==> config.mk <==
export PLATFORM = sky130hd
export DESIGN_NAME = mem_port_arbiter
export DESIGN_NICKNAME = d
export VERILOG_FILES = /design/src/rtl/mem_arb_pkg.sv /design/src/rtl/mem_arb_pick2.sv /design/src/rtl/mem_port_arbiter.sv
export SDC_FILE = /design/constraint.sdc
export NUM_CORES = 1
export LEC_CHECK = 0
export ABC_AREA = 0
export CAP_MARGIN = 30
export CELL_PAD_IN_SITES_DETAIL_PLACEMENT = 0
export CELL_PAD_IN_SITES_GLOBAL_PLACEMENT = 1
export CORE_MARGIN = 3
export CORE_UTILIZATION = 35
export CTS_CLUSTER_SIZE = 8
export DETAILED_ROUTE_END_ITERATION = 12
export GPL_TIMING_DRIVEN = 0
export PLACE_DENSITY = 0.95
export SETUP_SLACK_MARGIN = 0.05
export SYNTH_ARGS = -nofsm -noshare
export SYNTH_HDL_FRONTEND = slang
export SYNTH_SLANG_ARGS = --single-unit
==> constraint.sdc <==
create_clock -name mem_clk -period 2.45 [get_ports mem_clk]
set_input_delay 0.49 -clock mem_clk [delete_from_list [all_inputs] [get_ports mem_clk]]
set_output_delay 0.49 -clock mem_clk [all_outputs]
set_load 0.05 [all_outputs]
==> src/rtl/mem_arb_pkg.sv <==
// rtl/mem_arb_pkg.sv - shared widths, FSM state and port-index types for mem_port_arbiter
package mem_arb_pkg;

  localparam int ADDR_W = 6;
  localparam int DATA_W = 32;

  typedef enum logic [1:0] {
    IDLE    = 2'd0,
    ISSUE   = 2'd1,
    CAPTURE = 2'd2
  } state_e;

  // 0 = CPU port, 1 = DMA/host port
  typedef logic port_t;

endpackage

==> src/rtl/mem_arb_pick2.sv <==
// rtl/mem_arb_pick2.sv - two-way request picker; MEM_ARB_ROUND_ROBIN_EN selects round-robin over fixed priority
module mem_arb_pick2
  import mem_arb_pkg::*;
(
  input  logic  req0,
  input  logic  req1,
`ifdef MEM_ARB_ROUND_ROBIN_EN
  input  port_t last_gnt,
`endif
  output logic  pick_valid,
  output port_t pick
);

  // Choose a winner; only a tie depends on the policy.
  always_comb begin
    pick_valid = req0 | req1;
    pick       = 1'b0;
    if (req0 && req1) begin
`ifdef MEM_ARB_ROUND_ROBIN_EN
      pick = ~last_gnt;
`else
      pick = 1'b0;
`endif
    end else if (req1) begin
      pick = 1'b1;
    end
  end

endmodule

==> src/rtl/mem_port_arbiter.sv <==
// rtl/mem_port_arbiter.sv - two-port req/gnt controller for a 64x32 RAM with registered read address (MEM_ARB_ROUND_ROBIN_EN: round-robin ties)
module mem_port_arbiter #(
  parameter int ADDR_W = mem_arb_pkg::ADDR_W,
  parameter int DATA_W = mem_arb_pkg::DATA_W
) (
  input  logic              mem_clk,
  input  logic              mem_rst_n,
  input  logic              req0,
  input  logic              req1,
  input  logic              we0,
  input  logic              we1,
  input  logic [ADDR_W-1:0] addr0,
  input  logic [ADDR_W-1:0] addr1,
  input  logic [DATA_W-1:0] wdata0,
  input  logic [DATA_W-1:0] wdata1,
  output logic              gnt0,
  output logic              gnt1,
  output logic              rvalid0,
  output logic              rvalid1,
  output logic [DATA_W-1:0] rdata0,
  output logic [DATA_W-1:0] rdata1,
  output logic [ADDR_W-1:0] mc_address_mem,
  output logic              mem_we,
  output logic [DATA_W-1:0] mem_data_in,
  input  logic [DATA_W-1:0] mem_data_out,
  output logic              mc_busy
);

  import mem_arb_pkg::*;

  state_e            state_q, state_d;
  port_t             cur_port_q, cur_port_d;
  logic              gnt0_q, gnt0_d;
  logic              gnt1_q, gnt1_d;
  logic              rvalid0_q, rvalid0_d;
  logic              rvalid1_q, rvalid1_d;
  logic [DATA_W-1:0] rdata0_q, rdata0_d;
  logic [DATA_W-1:0] rdata1_q, rdata1_d;
  logic [ADDR_W-1:0] addr_q, addr_d;
  logic              we_q, we_d;
  logic [DATA_W-1:0] din_q, din_d;
  logic              busy_q, busy_d;

  logic              pick_valid;
  port_t             pick;

`ifdef MEM_ARB_ROUND_ROBIN_EN
  port_t             last_gnt_q, last_gnt_d;
`endif

  mem_arb_pick2 u_pick (
    .req0       (req0),
    .req1       (req1),
`ifdef MEM_ARB_ROUND_ROBIN_EN
    .last_gnt   (last_gnt_q),
`endif
    .pick_valid (pick_valid),
    .pick       (pick)
  );

  // Next-state and next-output logic; address/data hold between accesses, pulses default low.
  always_comb begin
    state_d    = state_q;
    cur_port_d = cur_port_q;
    gnt0_d     = 1'b0;
    gnt1_d     = 1'b0;
    rvalid0_d  = 1'b0;
    rvalid1_d  = 1'b0;
    rdata0_d   = rdata0_q;
    rdata1_d   = rdata1_q;
    addr_d     = addr_q;
    we_d       = 1'b0;
    din_d      = din_q;
`ifdef MEM_ARB_ROUND_ROBIN_EN
    last_gnt_d = last_gnt_q;
`endif
    case (state_q)
      IDLE: begin
        if (pick_valid) begin
          cur_port_d = pick;
          if (pick == 1'b1) begin
            gnt1_d = 1'b1;
            addr_d = addr1;
            din_d  = wdata1;
            we_d   = we1;
          end else begin
            gnt0_d = 1'b1;
            addr_d = addr0;
            din_d  = wdata0;
            we_d   = we0;
          end
`ifdef MEM_ARB_ROUND_ROBIN_EN
          last_gnt_d = pick;
`endif
          state_d = ISSUE;
        end
      end
      ISSUE: begin
        // RAM acts on this edge; a write is complete, a read needs one more cycle for data.
        state_d = we_q ? IDLE : CAPTURE;
      end
      CAPTURE: begin
        if (cur_port_q == 1'b1) begin
          rdata1_d  = mem_data_out;
          rvalid1_d = 1'b1;
        end else begin
          rdata0_d  = mem_data_out;
          rvalid0_d = 1'b1;
        end
        state_d = IDLE;
      end
      default: state_d = IDLE;
    endcase
    busy_d = (state_d != IDLE);
  end

  // State and output registers; reset aborts any access in flight.
  always_ff @(posedge mem_clk or negedge mem_rst_n) begin
    if (!mem_rst_n) begin
      state_q    <= IDLE;
      cur_port_q <= 1'b0;
      gnt0_q     <= 1'b0;
      gnt1_q     <= 1'b0;
      rvalid0_q  <= 1'b0;
      rvalid1_q  <= 1'b0;
      rdata0_q   <= '0;
      rdata1_q   <= '0;
      addr_q     <= '0;
      we_q       <= 1'b0;
      din_q      <= '0;
      busy_q     <= 1'b0;
`ifdef MEM_ARB_ROUND_ROBIN_EN
      last_gnt_q <= 1'b1;
`endif
    end else begin
      state_q    <= state_d;
      cur_port_q <= cur_port_d;
      gnt0_q     <= gnt0_d;
      gnt1_q     <= gnt1_d;
      rvalid0_q  <= rvalid0_d;
      rvalid1_q  <= rvalid1_d;
      rdata0_q   <= rdata0_d;
      rdata1_q   <= rdata1_d;
      addr_q     <= addr_d;
      we_q       <= we_d;
      din_q      <= din_d;
      busy_q     <= busy_d;
`ifdef MEM_ARB_ROUND_ROBIN_EN
      last_gnt_q <= last_gnt_d;
`endif
    end
  end

  assign gnt0           = gnt0_q;
  assign gnt1           = gnt1_q;
  assign rvalid0        = rvalid0_q;
  assign rvalid1        = rvalid1_q;
  assign rdata0         = rdata0_q;
  assign rdata1         = rdata1_q;
  assign mc_address_mem = addr_q;
  assign mem_we         = we_q;
  assign mem_data_in    = din_q;
  assign mc_busy        = busy_q;

endmodule

==> flow_results.xml, run 1 <==
<?xml version="1.0" encoding="UTF-8"?>
<metrics>
  <group name="outcome">
    <metric name="outcome" unit="">finished, final reports clean</metric>
  </group>
  <group name="power_and_ir_drop">
    <metric name="p_per_area" unit="mW/mm^2">1590</metric>
    <metric name="switching_share" unit="%">46.4</metric>
    <metric name="total_switching_power" unit="mW">5.44</metric>
    <metric name="clkPwrFrac" unit="%">12.4</metric>
    <metric name="leakagePower" unit="nW">3.03</metric>
    <metric name="sequential_share_of_power" unit="%">27.6</metric>
    <metric name="intPower" unit="mW">6.30</metric>
    <metric name="share_comb_of_total_power" unit="%">60.0</metric>
    <metric name="total_power" unit="mW">11.7</metric>
    <metric name="worst_ir_drop_vdd" unit="V">0.000717</metric>
  </group>
  <group name="floorplanning">
    <metric name="die_area" unit="mm^2">0.0147</metric>
    <metric name="die_width" unit="um">121</metric>
    <metric name="boundaryPins" unit="">222</metric>
    <metric name="core_area" unit="mm^2">0.0128</metric>
    <metric name="start_util" unit="%">36.3</metric>
    <metric name="chipHeight" unit="um">121</metric>
    <metric name="std_cell_rows" unit="">41</metric>
  </group>
  <group name="grt">
    <metric name="grt_use_met1" unit="%">17.4</metric>
    <metric name="grt_pass1_vias" unit="">3402</metric>
    <metric name="grt.overflow.total" unit="">0</metric>
    <metric name="first_pass_grt_wire_length" unit="um">17700</metric>
    <metric name="grt_util_met3" unit="%">4.10</metric>
    <metric name="busiest_layer" unit="">met2</metric>
    <metric name="grt_util_all_layers" unit="%">15.6</metric>
    <metric name="met2_demand_to_capacity_share_in_global_routing" unit="%">28.0</metric>
    <metric name="largest_net_degree_at_the_start_of_global_routing" unit="">63</metric>
    <metric name="grt_antenna_before_repair" unit="">0</metric>
  </group>
  <group name="placed_design">
    <metric name="hpwlAfterDp" unit="um">9070</metric>
    <metric name="globalplace.congestion" unit="">0.761</metric>
    <metric name="io_buf_count" unit="">221</metric>
  </group>
  <group name="yosys">
    <metric name="number_of_different_library_cells_in_the_post_synthesis_netlist" unit="">19</metric>
    <metric name="post_synth_instance_area" unit="mm^2">0.00463</metric>
    <metric name="synthCells" unit="">279</metric>
    <metric name="syn_area_per_cell" unit="um^2">16.6</metric>
    <metric name="synthesis.nets" unit="">393</metric>
    <metric name="synth_seq_cells" unit="">111</metric>
    <metric name="synth.yosys.seq_area_share" unit="%">60.0</metric>
    <metric name="synth-warning-count" unit="">0</metric>
  </group>
  <group name="critical_path">
    <metric name="crit_required" unit="ns">1.96</metric>
    <metric name="path_class" unit="">register to output pin</metric>
    <metric name="max_stage_delay" unit="ns">0.84</metric>
    <metric name="worstSetupEndpointType" unit="">output pin</metric>
    <metric name="critical_path.slowest_cell" unit="">clkdlybuf4s50_1</metric>
    <metric name="critPathBufInv" unit="">1</metric>
    <metric name="critical_path.startpoint_type" unit="">register</metric>
    <metric name="worst-endpoint-arrival" unit="ns">1.53</metric>
    <metric name="critical_path.max_fanout" unit="">2</metric>
    <metric name="critical_path_cell_by_cell" unit="">clkdlybuf4s50_1</metric>
    <metric name="critical_path.top_delay_family" unit="">buffers and inverters</metric>
  </group>
  <group name="routing">
    <metric name="firstDrtPassIters" unit="">3</metric>
    <metric name="route.detailed.wl_per_inst" unit="um">16.7</metric>
    <metric name="via_per_inst" unit="">4.57</metric>
    <metric name="num_vias" unit="">3152</metric>
    <metric name="antenna_violating_nets_post_route" unit="">0</metric>
    <metric name="route.detailed.drc" unit="">0</metric>
    <metric name="first_iter_violations" unit="">116</metric>
    <metric name="drt-total-wl" unit="um">11500</metric>
  </group>
  <group name="timing">
    <metric name="setup_repair_after_global_routing_missed_its_margin" unit="">no</metric>
    <metric name="timing.max_slew.rel_slack" unit="%">56.2</metric>
    <metric name="tightest_slew" unit="ns">0.657</metric>
    <metric name="report.final.setup_viol" unit="">0</metric>
    <metric name="timing.final.crit_share" unit="%">82.5</metric>
    <metric name="fmax" unit="MHz">494</metric>
    <metric name="timing.hold.ws" unit="ns">0.167</metric>
    <metric name="report.final.hold_viol_count" unit="">0</metric>
    <metric name="final_max_slew_viol_count" unit="">0</metric>
    <metric name="final.min_clock_period" unit="ns">2.02</metric>
    <metric name="clock_skew" unit="ns">0.00756</metric>
  </group>
  <group name="cts">
    <metric name="post_cts_setup_buffers" unit="">0</metric>
    <metric name="clock_insertion_delay_at_the_later_pin_of_the_skew_report" unit="ns">0.34</metric>
    <metric name="cts_buffers" unit="">9</metric>
    <metric name="clk_pin_slew" unit="ns">0.07</metric>
    <metric name="cts_hold_buffers" unit="">0</metric>
    <metric name="cts_resized" unit="">0</metric>
    <metric name="ctsRootBufferMaster" unit="">clkbuf_16</metric>
    <metric name="clock_path_buffers" unit="">2</metric>
    <metric name="cts_tree" unit="">yes</metric>
    <metric name="cts_sink_cnt" unit="">111</metric>
    <metric name="cts-htree-levels" unit="">3</metric>
  </group>
  <group name="cells_and_area">
    <metric name="drive_above_1_share" unit="%">33.8</metric>
    <metric name="areaGrowthSynthToFinish" unit="%">59.4</metric>
    <metric name="finalCoreUtilization" unit="%">57.8</metric>
    <metric name="antenna_cells" unit="">0</metric>
    <metric name="final_net_count" unit="">626</metric>
  </group>
  <group name="run">
    <metric name="max_capacitance_violation_total" unit="">0</metric>
  </group>
  <group name="worst_hold_path">
    <metric name="holdCritPathClass" unit="">input port to asynchronous set/reset pin</metric>
  </group>
</metrics>
stage by stage:
step / area [um^2] / TNS (ns) / worst slack (ns) / std cells
after detailed placement: 7090 / 0 / 0.278 / 673
after CTS: 7380 / 0 / 0.388 / 689
after global routing: 7380 / 0 / 0.364 / 689
final: 7380 / 0 / 0.428 / 689
after floorplan: 4630 / 0 / 0.903 / 279
after global placement: 7060 / -346.82 / -3.13 / 672
worst reg2reg max path: stages (launching register included):
cell,delay (ns)
dfrtp_1,0.44
nor2_1,0.21
o21a_1,0.31
clkbuf_8,0.24
mux2_2,0.34
cells by family (layout without fill, tap and decap cells):
logic type             after synthesis  count (layout)  synth area share [%]
multiplexers                       140             140                  34.6
flip-flops                         111             111                  60.0
buffers and inverters               15             253                  3.27
AND/OR/NAND/NOR                     10              10                  1.76
AO/OA/AOI/OAI                        3               3                 0.432
layout by cell type, fill, tap and decap left out, drive strengths merged:
| cell type | synthesis | routed |
|---|---|---|
| a21oi | 1 | 1 |
| a22oi | 1 | 1 |
| and2 | 2 | 2 |
| buf | 9 | 11 |
| bufinv | 0 | 1 |
| clkbuf | 5 | 15 |
| clkdlybuf4s50 | 0 | 220 |
| clkinv | 0 | 3 |
| clkinvlp | 0 | 1 |
| dfrtp | 111 | 111 |
| inv | 1 | 2 |
| mux2 | 140 | 140 |
| nand3b | 1 | 1 |
| nor2 | 2 | 2 |
| nor2b | 1 | 1 |
| nor3 | 1 | 1 |
| nor3b | 2 | 2 |
| o21a | 1 | 1 |
| or2 | 1 | 1 |
final timing paths:
check	start	to	slack, ns	depth (start not counted)
worst max register to register	state_q[0]	mem_data_in[5]	0.81	4
worst min register to register	mem_we	state_q[1]	0.46	1
max in group asynchronous	mem_rst_n	rdata1[12]	1.55	2
worst max-delay path	rdata1[0]	rdata1[0]	0.43	1
min in group mem_clk	mem_we	state_q[1]	0.46	1
worst min-delay path	mem_rst_n	mem_data_in[16]	0.17	1
sequential cells by signal, indices dropped and copies added, names as in the netlist:
| name | cells |
|---|---|
| mem_data_in | 32 |
| rdata0 | 32 |
| rdata1 | 32 |
| mc_address_mem | 6 |
| state_q | 2 |
| cur_port_q | 1 |
| gnt0 | 1 |
| gnt1 | 1 |
| mc_busy | 1 |
| mem_we | 1 |
| rvalid0 | 1 |
| rvalid1 | 1 |
synth_stat cells:
master	n	share of area (%)
clkbuf_8	5	1.5
o21a_1	1	0.16
nor3_1	1	0.11
or2_2	1	0.14
and2_2	2	0.32
nor3b_4	1	0.41
buf_6	3	0.73
mux2_4	7	2.3
a21oi_1	1	0.11
dfrtp_1	111	60
nor3b_1	1	0.16
mux2_1	1	0.24
buf_4	6	0.97
nand3b_1	1	0.16
a22oi_1	1	0.16
inv_1	1	0.081
mux2_2	132	32
nor2b_4	1	0.30
nor2_1	2	0.16
cell type report:
cell class              instances  area, um^2
fillers                      1060        5390
well taps                     172         215
repair buffers                222        2240
multi-input cells             153        1700
plain buffers                  14         148
clock buffers                  10         229
clock inverters                 6        68.8
flip-flops and latches        111        2780
inverters                       1        3.75
metal layers:
| layer | routed length, um | vias up |
|---|---|---|
| met4 | 216 | 0 |
| met2 | 6140 | 111 |
| li1 | - | 1461 |
| met3 | 823 | 15 |
| met1 | 4360 | 1565 |
| met5 | 0 | - |
power groups by stage:
| stage | Combinational (mW) | Clock, mW | Sequential (mW) |
|---|---|---|---|
| floorplan | 1.51 | 0 | 6.39 |
| global placement | 7.03 | 0 | 3.22 |
| detailed placement | 7.11 | 0 | 3.30 |
| CTS | 7.13 | 1.51 | 3.26 |
| global route | 7.31 | 1.58 | 3.37 |
| finish | 7.05 | 1.45 | 3.25 |
Note: power is estimated with default switching activity, not from simulation.
==> run 2: changes to the inputs <==
--- a/config.mk
+++ b/config.mk
@@ -10,11 +10,11 @@
 export CELL_PAD_IN_SITES_DETAIL_PLACEMENT = 0
 export CELL_PAD_IN_SITES_GLOBAL_PLACEMENT = 1
 export CORE_MARGIN = 3
-export CORE_UTILIZATION = 35
+export CORE_UTILIZATION = 32
 export CTS_CLUSTER_SIZE = 8
 export DETAILED_ROUTE_END_ITERATION = 12
 export GPL_TIMING_DRIVEN = 0
-export PLACE_DENSITY = 0.95
+export PLACE_DENSITY = 0.9
 export SETUP_SLACK_MARGIN = 0.05
 export SYNTH_ARGS = -nofsm -noshare
 export SYNTH_HDL_FRONTEND = slang
==> constraint.sdc (replaced) <==
create_clock -name mem_clk -period 1.89 [get_ports mem_clk]
set_input_delay 0.378 -clock mem_clk [delete_from_list [all_inputs] [get_ports mem_clk]]
set_output_delay 0.378 -clock mem_clk [all_outputs]
set_load 0.05 [all_outputs]
==> run 2 against run 1 <==
Count of clock-buffer cells in the layout up 1. Final area fell by 1.4%. Power rose by 23%. Clock power rose by 36%. Flip-flop and latch count did not move. Sequential power is 27% higher. Largest cell class unchanged.
==> flow_results.xml, run 2 (synthesis results as in run 1) <==
<?xml version="1.0" encoding="UTF-8"?>
<metrics>
  <group name="outcome">
    <metric name="outcome" unit="">finished, final reports clean</metric>
  </group>
  <group name="cells_and_area">
    <metric name="antenna_cells" unit="">0</metric>
    <metric name="drive_above_1_share" unit="%">34.0</metric>
    <metric name="final.fill_count" unit="">1214</metric>
    <metric name="final_cell_mix" unit="">mux2_2, clkdlybuf4s50_1, dfrtp_1</metric>
    <metric name="final_net_count" unit="">626</metric>
    <metric name="areaGrowthSynthToFinish" unit="%">57.1</metric>
    <metric name="final_common_cell" unit="">mux2_2</metric>
  </group>
  <group name="timing">
    <metric name="setup_repair_after_global_routing_missed_its_margin" unit="">no</metric>
    <metric name="tightest_slew" unit="ns">0.647</metric>
    <metric name="final_max_slew_viol_count" unit="">0</metric>
    <metric name="final.min_clock_period" unit="ns">1.69</metric>
    <metric name="timing.hold.ws" unit="ns">0.0456</metric>
    <metric name="report.final.hold_viol_count" unit="">0</metric>
    <metric name="timing.final.crit_share" unit="%">89.6</metric>
    <metric name="setup_tns" unit="ns">0</metric>
    <metric name="postLayoutSetupSlackWorst" unit="ns">0.196</metric>
    <metric name="fmax" unit="MHz">590</metric>
    <metric name="clock_skew" unit="ns">0.00812</metric>
    <metric name="timing.max_slew.rel_slack" unit="%">56.8</metric>
    <metric name="report.final.setup_viol" unit="">0</metric>
  </group>
  <group name="grt">
    <metric name="first_pass_grt_wire_length" unit="um">18300</metric>
    <metric name="largest_net_degree_at_the_start_of_global_routing" unit="">63</metric>
    <metric name="grt_util_all_layers" unit="%">14.4</metric>
    <metric name="grt_pass1_vias" unit="">3560</metric>
    <metric name="grt_antenna_before_repair" unit="">0</metric>
    <metric name="grt.overflow.total" unit="">0</metric>
  </group>
  <group name="floorplanning">
    <metric name="start_util" unit="%">33.0</metric>
    <metric name="die_area" unit="mm^2">0.0160</metric>
    <metric name="std_cell_rows" unit="">43</metric>
    <metric name="chipHeight" unit="um">126</metric>
    <metric name="boundaryPins" unit="">222</metric>
    <metric name="core_area" unit="mm^2">0.0140</metric>
    <metric name="die_width" unit="um">126</metric>
  </group>
  <group name="cts">
    <metric name="clock_path_buffers" unit="">2</metric>
    <metric name="ctsRootBufferMaster" unit="">clkbuf_16</metric>
    <metric name="clock_insertion_delay_at_the_later_pin_of_the_skew_report" unit="ns">0.35</metric>
    <metric name="cts-htree-levels" unit="">3</metric>
    <metric name="cts_tree" unit="">yes</metric>
    <metric name="post_cts_setup_buffers" unit="">0</metric>
    <metric name="cts_sink_cnt" unit="">111</metric>
    <metric name="cts_buffers" unit="">9</metric>
    <metric name="clk_pin_slew" unit="ns">0.07</metric>
  </group>
  <group name="critical_path">
    <metric name="setup.worst_path.start" unit="">req1</metric>
    <metric name="critical_path.slowest_cell" unit="">clkdlybuf4s50_1</metric>
    <metric name="rr_startpoint" unit="">state_q[0]</metric>
    <metric name="worstSetupEndpointType" unit="">register</metric>
    <metric name="path_class" unit="">input port to register</metric>
    <metric name="critical_path.startpoint_type" unit="">input port</metric>
    <metric name="critical_path.max_fanout" unit="">10</metric>
    <metric name="max_stage_delay" unit="ns">0.50</metric>
    <metric name="critical_path_cell_by_cell" unit="">clkdlybuf4s50_1 -&gt; nor2b_4 -&gt; clkbuf_8 -&gt; mux2_2 -&gt; mux2_2</metric>
    <metric name="crit_required" unit="ns">2.12</metric>
    <metric name="worst-endpoint-arrival" unit="ns">1.93</metric>
    <metric name="timing.critical_path.mode_cell" unit="">mux2_2</metric>
  </group>
  <group name="routing">
    <metric name="firstDrtPassIters" unit="">4</metric>
    <metric name="route.detailed.drc" unit="">0</metric>
    <metric name="first_iter_violations" unit="">85</metric>
    <metric name="via_per_inst" unit="">4.54</metric>
    <metric name="drt-total-wl" unit="um">11600</metric>
    <metric name="num_vias" unit="">3167</metric>
    <metric name="route.detailed.wl_per_inst" unit="um">16.6</metric>
    <metric name="antenna_violating_nets_post_route" unit="">0</metric>
  </group>
  <group name="run">
    <metric name="max_capacitance_violation_total" unit="">0</metric>
  </group>
  <group name="power_and_ir_drop">
    <metric name="total_power" unit="mW">14.4</metric>
    <metric name="p_per_area" unit="mW/mm^2">1980</metric>
    <metric name="intPower" unit="mW">7.42</metric>
    <metric name="total_switching_power" unit="mW">7.01</metric>
    <metric name="leakagePower" unit="nW">3.21</metric>
    <metric name="worst_ir_drop_vdd" unit="V">0.000971</metric>
    <metric name="clkPwrFrac" unit="%">13.6</metric>
    <metric name="switching_share" unit="%">48.6</metric>
    <metric name="share_comb_of_total_power" unit="%">57.7</metric>
    <metric name="sequential_share_of_power" unit="%">28.7</metric>
  </group>
  <group name="placed_design">
    <metric name="io_buf_count" unit="">221</metric>
    <metric name="globalplace.congestion" unit="">0.760</metric>
    <metric name="pre_cts_slack" unit="ns">-0.182</metric>
    <metric name="hpwlAfterDp" unit="um">9110</metric>
  </group>
  <group name="worst_hold_path">
    <metric name="holdCritPathClass" unit="">input port to asynchronous set/reset pin</metric>
  </group>
</metrics>
-- run 2: cell types whose count changed in the layout (fill, tap and decap cells not counted) --
cell,previous run,this run
clkdlybuf4s50_1,220,112
dlygate4sd2_1,0,108
clkbuf_8,5,7
clkbuf_1,1,0
clkinv_2,1,0
clkinv_4,2,1
inv_6,1,2
-- run 2: stage by stage --
stage	instance area (um^2)	instances	utilization [%]
3_3_place_gp	7070	680	50.4
3_5_place_dp	7100	681	50.5
4_1_cts	7280	697	51.8
5_1_grt	7280	697	51.8
6_report	7280	697	51.8
2_1_floorplan	4630	279	-
-- run 2: worst paths after layout --
path                                      to  slack [ns]  cells after the start
max                          mem_data_in[29]        0.20                      5
min                               rdata1[26]        0.05                      1
max reg2reg                   mem_data_in[2]        0.27                      4
min reg2reg                       state_q[1]        0.44                      1
max in group asynchronous  mc_address_mem[3]        1.13                      2
min in group mem_clk              state_q[1]        0.44                      1
-- run 2: metal layers --
metal / GRT usage (%) / share of wire, %
met1: 15.8 / 37
met2: 26.6 / 54
met3: 3.87 / 6.6
met4: 5.74 / 2.1
met5: 0 / 0
-- run 2: layout make-up --
class	count	area, um^2	area share, %
timing repair buffer	222	2100	28.9
clock inverter	5	63.8	0.877
buffer	14	148	2.03
sequential	111	2780	38.2
inverter	1	3.75	0.0516
tap	180	225	3.09
clock buffer	11	253	3.47
multi-input combinational	153	1700	23.4
-- run 2: power groups by stage --
stage	logic (mW)	registers, mW	clock network (mW)
5_1_grt	8.66	4.31	2.15
3_3_place_gp	9.13	4.17	0
6_report	8.32	4.14	1.97
4_1_cts	8.43	4.17	2.04
3_5_place_dp	9.23	4.25	0
2_1_floorplan	1.95	8.29	0
-- run 2: critical path, delay by kind of cell --
family | cells | cell delay, ns
buffers and inverters | 2 | 0.72
muxes | 2 | 0.60
and+or+nand+nor | 1 | 0.22
-- run 2: timing repair --
action                     4_1_cts  5_1_grt
resized for setup              108        0
setup endpoints to repair      108        0
hold buffers                     0        0
==> run 3: changes to the inputs <==
--- a/config.mk
+++ b/config.mk
@@ -9,11 +9,10 @@
 export CAP_MARGIN = 30
 export CELL_PAD_IN_SITES_DETAIL_PLACEMENT = 0
 export CELL_PAD_IN_SITES_GLOBAL_PLACEMENT = 1
-export CORE_MARGIN = 3
+export CORE_MARGIN = 1.5
 export CORE_UTILIZATION = 32
 export CTS_CLUSTER_SIZE = 8
 export DETAILED_ROUTE_END_ITERATION = 12
-export GPL_TIMING_DRIVEN = 0
 export PLACE_DENSITY = 0.9
 export SETUP_SLACK_MARGIN = 0.05
 export SYNTH_ARGS = -nofsm -noshare
==> run 3 against run 2 <==
Register-to-register slack better by 0.06 ns. Wire length shrank 1.3%. Global-route usage rose by 0.40 points. Maximum frequency up 1.3%. Hold slack improved by 0.41 ns. Die area is 4.7% lower. Via count fell by 0.22%. Highest routed layer unchanged.
==> flow_results.xml, run 3 (synthesis results as in run 1) <==
<?xml version="1.0" encoding="UTF-8"?>
<metrics>
  <group name="critical_path">
    <metric name="r2r_setup_slack" unit="ns">0.33</metric>
    <metric name="max_stage_delay" unit="ns">0.49</metric>
    <metric name="critPathBufInv" unit="">2</metric>
    <metric name="rr_startpoint" unit="">state_q[0]</metric>
    <metric name="crit_required" unit="ns">2.11</metric>
    <metric name="critical_path.slowest_cell" unit="">clkdlybuf4s50_1</metric>
    <metric name="path_class" unit="">input port to register</metric>
    <metric name="worstSetupEndpointType" unit="">register</metric>
    <metric name="critical_path_cell_by_cell" unit="">clkdlybuf4s50_1 -&gt; nor2b_4 -&gt; buf_12 -&gt; mux2_2 -&gt; mux2_2</metric>
    <metric name="critical_path.max_fanout" unit="">20</metric>
    <metric name="worstReg2RegEnd" unit="">mem_data_in[1]</metric>
    <metric name="rr_worst_depth" unit="">4</metric>
    <metric name="cp_num_cells" unit="">5</metric>
    <metric name="worst-endpoint-arrival" unit="ns">1.89</metric>
    <metric name="setup.worst_path.start" unit="">req1</metric>
    <metric name="timing.critical_path.mode_cell" unit="">mux2_2</metric>
    <metric name="critical_path.top_delay_family" unit="">buffers and inverters</metric>
    <metric name="critical_path.endpoint" unit="">mem_data_in[31]</metric>
    <metric name="critical_path.startpoint_type" unit="">input port</metric>
  </group>
  <group name="cells_and_area">
    <metric name="final_net_count" unit="">623</metric>
    <metric name="final_cell_count_no_fill" unit="">694</metric>
    <metric name="antenna_cells" unit="">0</metric>
    <metric name="final_common_cell" unit="">mux2_2</metric>
    <metric name="final_cell_mix" unit="">mux2_2, clkdlybuf4s50_1, dfrtp_1</metric>
    <metric name="finalCoreUtilization" unit="%">51.8</metric>
    <metric name="areaGrowthSynthToFinish" unit="%">56.4</metric>
    <metric name="postLayoutCellArea" unit="mm^2">0.00725</metric>
    <metric name="drive_above_1_share" unit="%">42.0</metric>
  </group>
  <group name="placed_design">
    <metric name="globalplace.congestion" unit="">0.705</metric>
    <metric name="hpwlAfterDp" unit="um">8620</metric>
    <metric name="pre_cts_slack" unit="ns">-0.131</metric>
    <metric name="dp_cells" unit="">677</metric>
    <metric name="io_buf_count" unit="">221</metric>
    <metric name="place_area" unit="mm^2">0.00699</metric>
  </group>
  <group name="power_and_ir_drop">
    <metric name="switching_share" unit="%">47.8</metric>
    <metric name="clkPwrFrac" unit="%">13.7</metric>
    <metric name="total_switching_power" unit="mW">7.03</metric>
    <metric name="intPower" unit="mW">7.67</metric>
    <metric name="p_per_area" unit="mW/mm^2">2030</metric>
    <metric name="share_comb_of_total_power" unit="%">57.7</metric>
    <metric name="leakagePower" unit="nW">3.18</metric>
    <metric name="total_power" unit="mW">14.7</metric>
    <metric name="sequential_share_of_power" unit="%">28.6</metric>
    <metric name="worst_ir_drop_vdd" unit="V">0.000869</metric>
  </group>
  <group name="cts">
    <metric name="clk_pin_slew" unit="ns">0.07</metric>
    <metric name="cts_sink_cnt" unit="">111</metric>
    <metric name="cts_tree" unit="">yes</metric>
    <metric name="post_cts_setup_buffers" unit="">0</metric>
    <metric name="cts_buffers" unit="">9</metric>
    <metric name="clock_path_buffers" unit="">2</metric>
    <metric name="ctsRootBufferMaster" unit="">clkbuf_16</metric>
    <metric name="cts-htree-levels" unit="">3</metric>
    <metric name="clock_insertion_delay_at_the_later_pin_of_the_skew_report" unit="ns">0.34</metric>
  </group>
  <group name="floorplanning">
    <metric name="start_util" unit="%">33.1</metric>
    <metric name="core_area" unit="mm^2">0.0140</metric>
    <metric name="die_area" unit="mm^2">0.0152</metric>
    <metric name="die_width" unit="um">123</metric>
    <metric name="std_cell_rows" unit="">43</metric>
    <metric name="chipHeight" unit="um">123</metric>
    <metric name="boundaryPins" unit="">222</metric>
  </group>
  <group name="grt">
    <metric name="grt.overflow.total" unit="">0</metric>
    <metric name="grt_pass1_vias" unit="">3409</metric>
    <metric name="first_pass_grt_wire_length" unit="um">17200</metric>
    <metric name="largest_net_degree_at_the_start_of_global_routing" unit="">45</metric>
    <metric name="grt_util_all_layers" unit="%">14.9</metric>
    <metric name="grt_antenna_before_repair" unit="">0</metric>
  </group>
  <group name="timing">
    <metric name="clock_skew" unit="ns">0.00868</metric>
    <metric name="setup_tns" unit="ns">0</metric>
    <metric name="tightest_slew" unit="ns">0.543</metric>
    <metric name="timing.final.crit_share" unit="%">88.5</metric>
    <metric name="fmax" unit="MHz">598</metric>
    <metric name="final.min_clock_period" unit="ns">1.67</metric>
    <metric name="timing.max_slew.rel_slack" unit="%">64.0</metric>
    <metric name="final_max_slew_viol_count" unit="">0</metric>
    <metric name="report.final.setup_viol" unit="">0</metric>
    <metric name="report.final.hold_viol_count" unit="">0</metric>
    <metric name="setup_repair_after_global_routing_missed_its_margin" unit="">no</metric>
    <metric name="timing.hold.ws" unit="ns">0.453</metric>
    <metric name="postLayoutSetupSlackWorst" unit="ns">0.218</metric>
  </group>
  <group name="routing">
    <metric name="antenna_violating_nets_post_route" unit="">0</metric>
    <metric name="num_vias" unit="">3160</metric>
    <metric name="via_per_inst" unit="">4.55</metric>
    <metric name="first_iter_violations" unit="">76</metric>
    <metric name="drt-total-wl" unit="um">11400</metric>
    <metric name="firstDrtPassIters" unit="">4</metric>
    <metric name="route.detailed.wl_per_inst" unit="um">16.4</metric>
    <metric name="route.detailed.drc" unit="">0</metric>
  </group>
  <group name="run">
    <metric name="max_capacitance_violation_total" unit="">0</metric>
  </group>
  <group name="worst_hold_path">
    <metric name="holdCritPathClass" unit="">register to register</metric>
  </group>
  <group name="outcome">
    <metric name="outcome" unit="">finished, final reports clean</metric>
  </group>
</metrics>
-- run 3: cell count changes in the layout (fill, tap and decap cells not counted), sizes merged --
cell	delta
dlygate4sd3	+1
inv	-1
buf	+45
bufinv	+1
clkbuf	-6
dlygate4sd2	-44
clkinv	+1
-- run 3: final cells by class --
| class | instances | area (um^2) |
|---|---|---|
| inverter | 1 | 3.75 |
| clock inverter | 6 | 93.8 |
| tap | 180 | 225 |
| fill | 1235 | 6740 |
| clock buffer | 10 | 229 |
| sequential | 111 | 2780 |
| multi-input combinational | 153 | 1710 |
| timing repair buffer | 233 | 2210 |
-- run 3: metal layers --
layer	global-route usage, %	vias up	share of wire, %
li1	-	1456	-
met3	2.95	15	5.6
met1	16.2	1579	38
met4	6.75	0	2.2
met5	0	-	0
met2	27.6	110	54
-- run 3: timing repair --
action | CTS | global route
endpoints found under the setup margin | 64 | 0
resized for setup | 64 | 0
hold endpoints to repair | 23 | 0
hold buffers | 1 | 0
-- run 3: worst min-delay path by stage --
stage               slack [ns]              end      start  cells past startpoint
global route              0.47       state_q[1]     mem_we                      1
global placement          0.32  mem_data_in[17]  mem_rst_n                      1
CTS                       0.46       state_q[1]     mem_we                      1
finish                    0.45       state_q[1]     mem_we                      1
detailed placement        0.33  mem_data_in[10]  mem_rst_n                      1
floorplan                 0.08       cur_port_q  mem_rst_n                      0
-- run 3: worst reg2reg max path: stages (launching register included) --
cell and delay [ns]:
dfrtp_1 0.44, nor2_1 0.21, o21a_2 0.25, buf_12 0.18, mux2_2 0.36
-- run 3: power by group through the flow --
| stage | registers, mW | logic [mW] | clock network [mW] |
|---|---|---|---|
| 3_5_place_dp | 4.29 | 9.04 | 0 |
| 4_1_cts | 4.22 | 8.57 | 2.10 |
| 5_1_grt | 4.35 | 8.82 | 2.19 |
| 3_3_place_gp | 4.22 | 8.92 | 0 |
| 6_report | 4.20 | 8.48 | 2.02 |
| 2_1_floorplan | 8.29 | 1.95 | 0 |
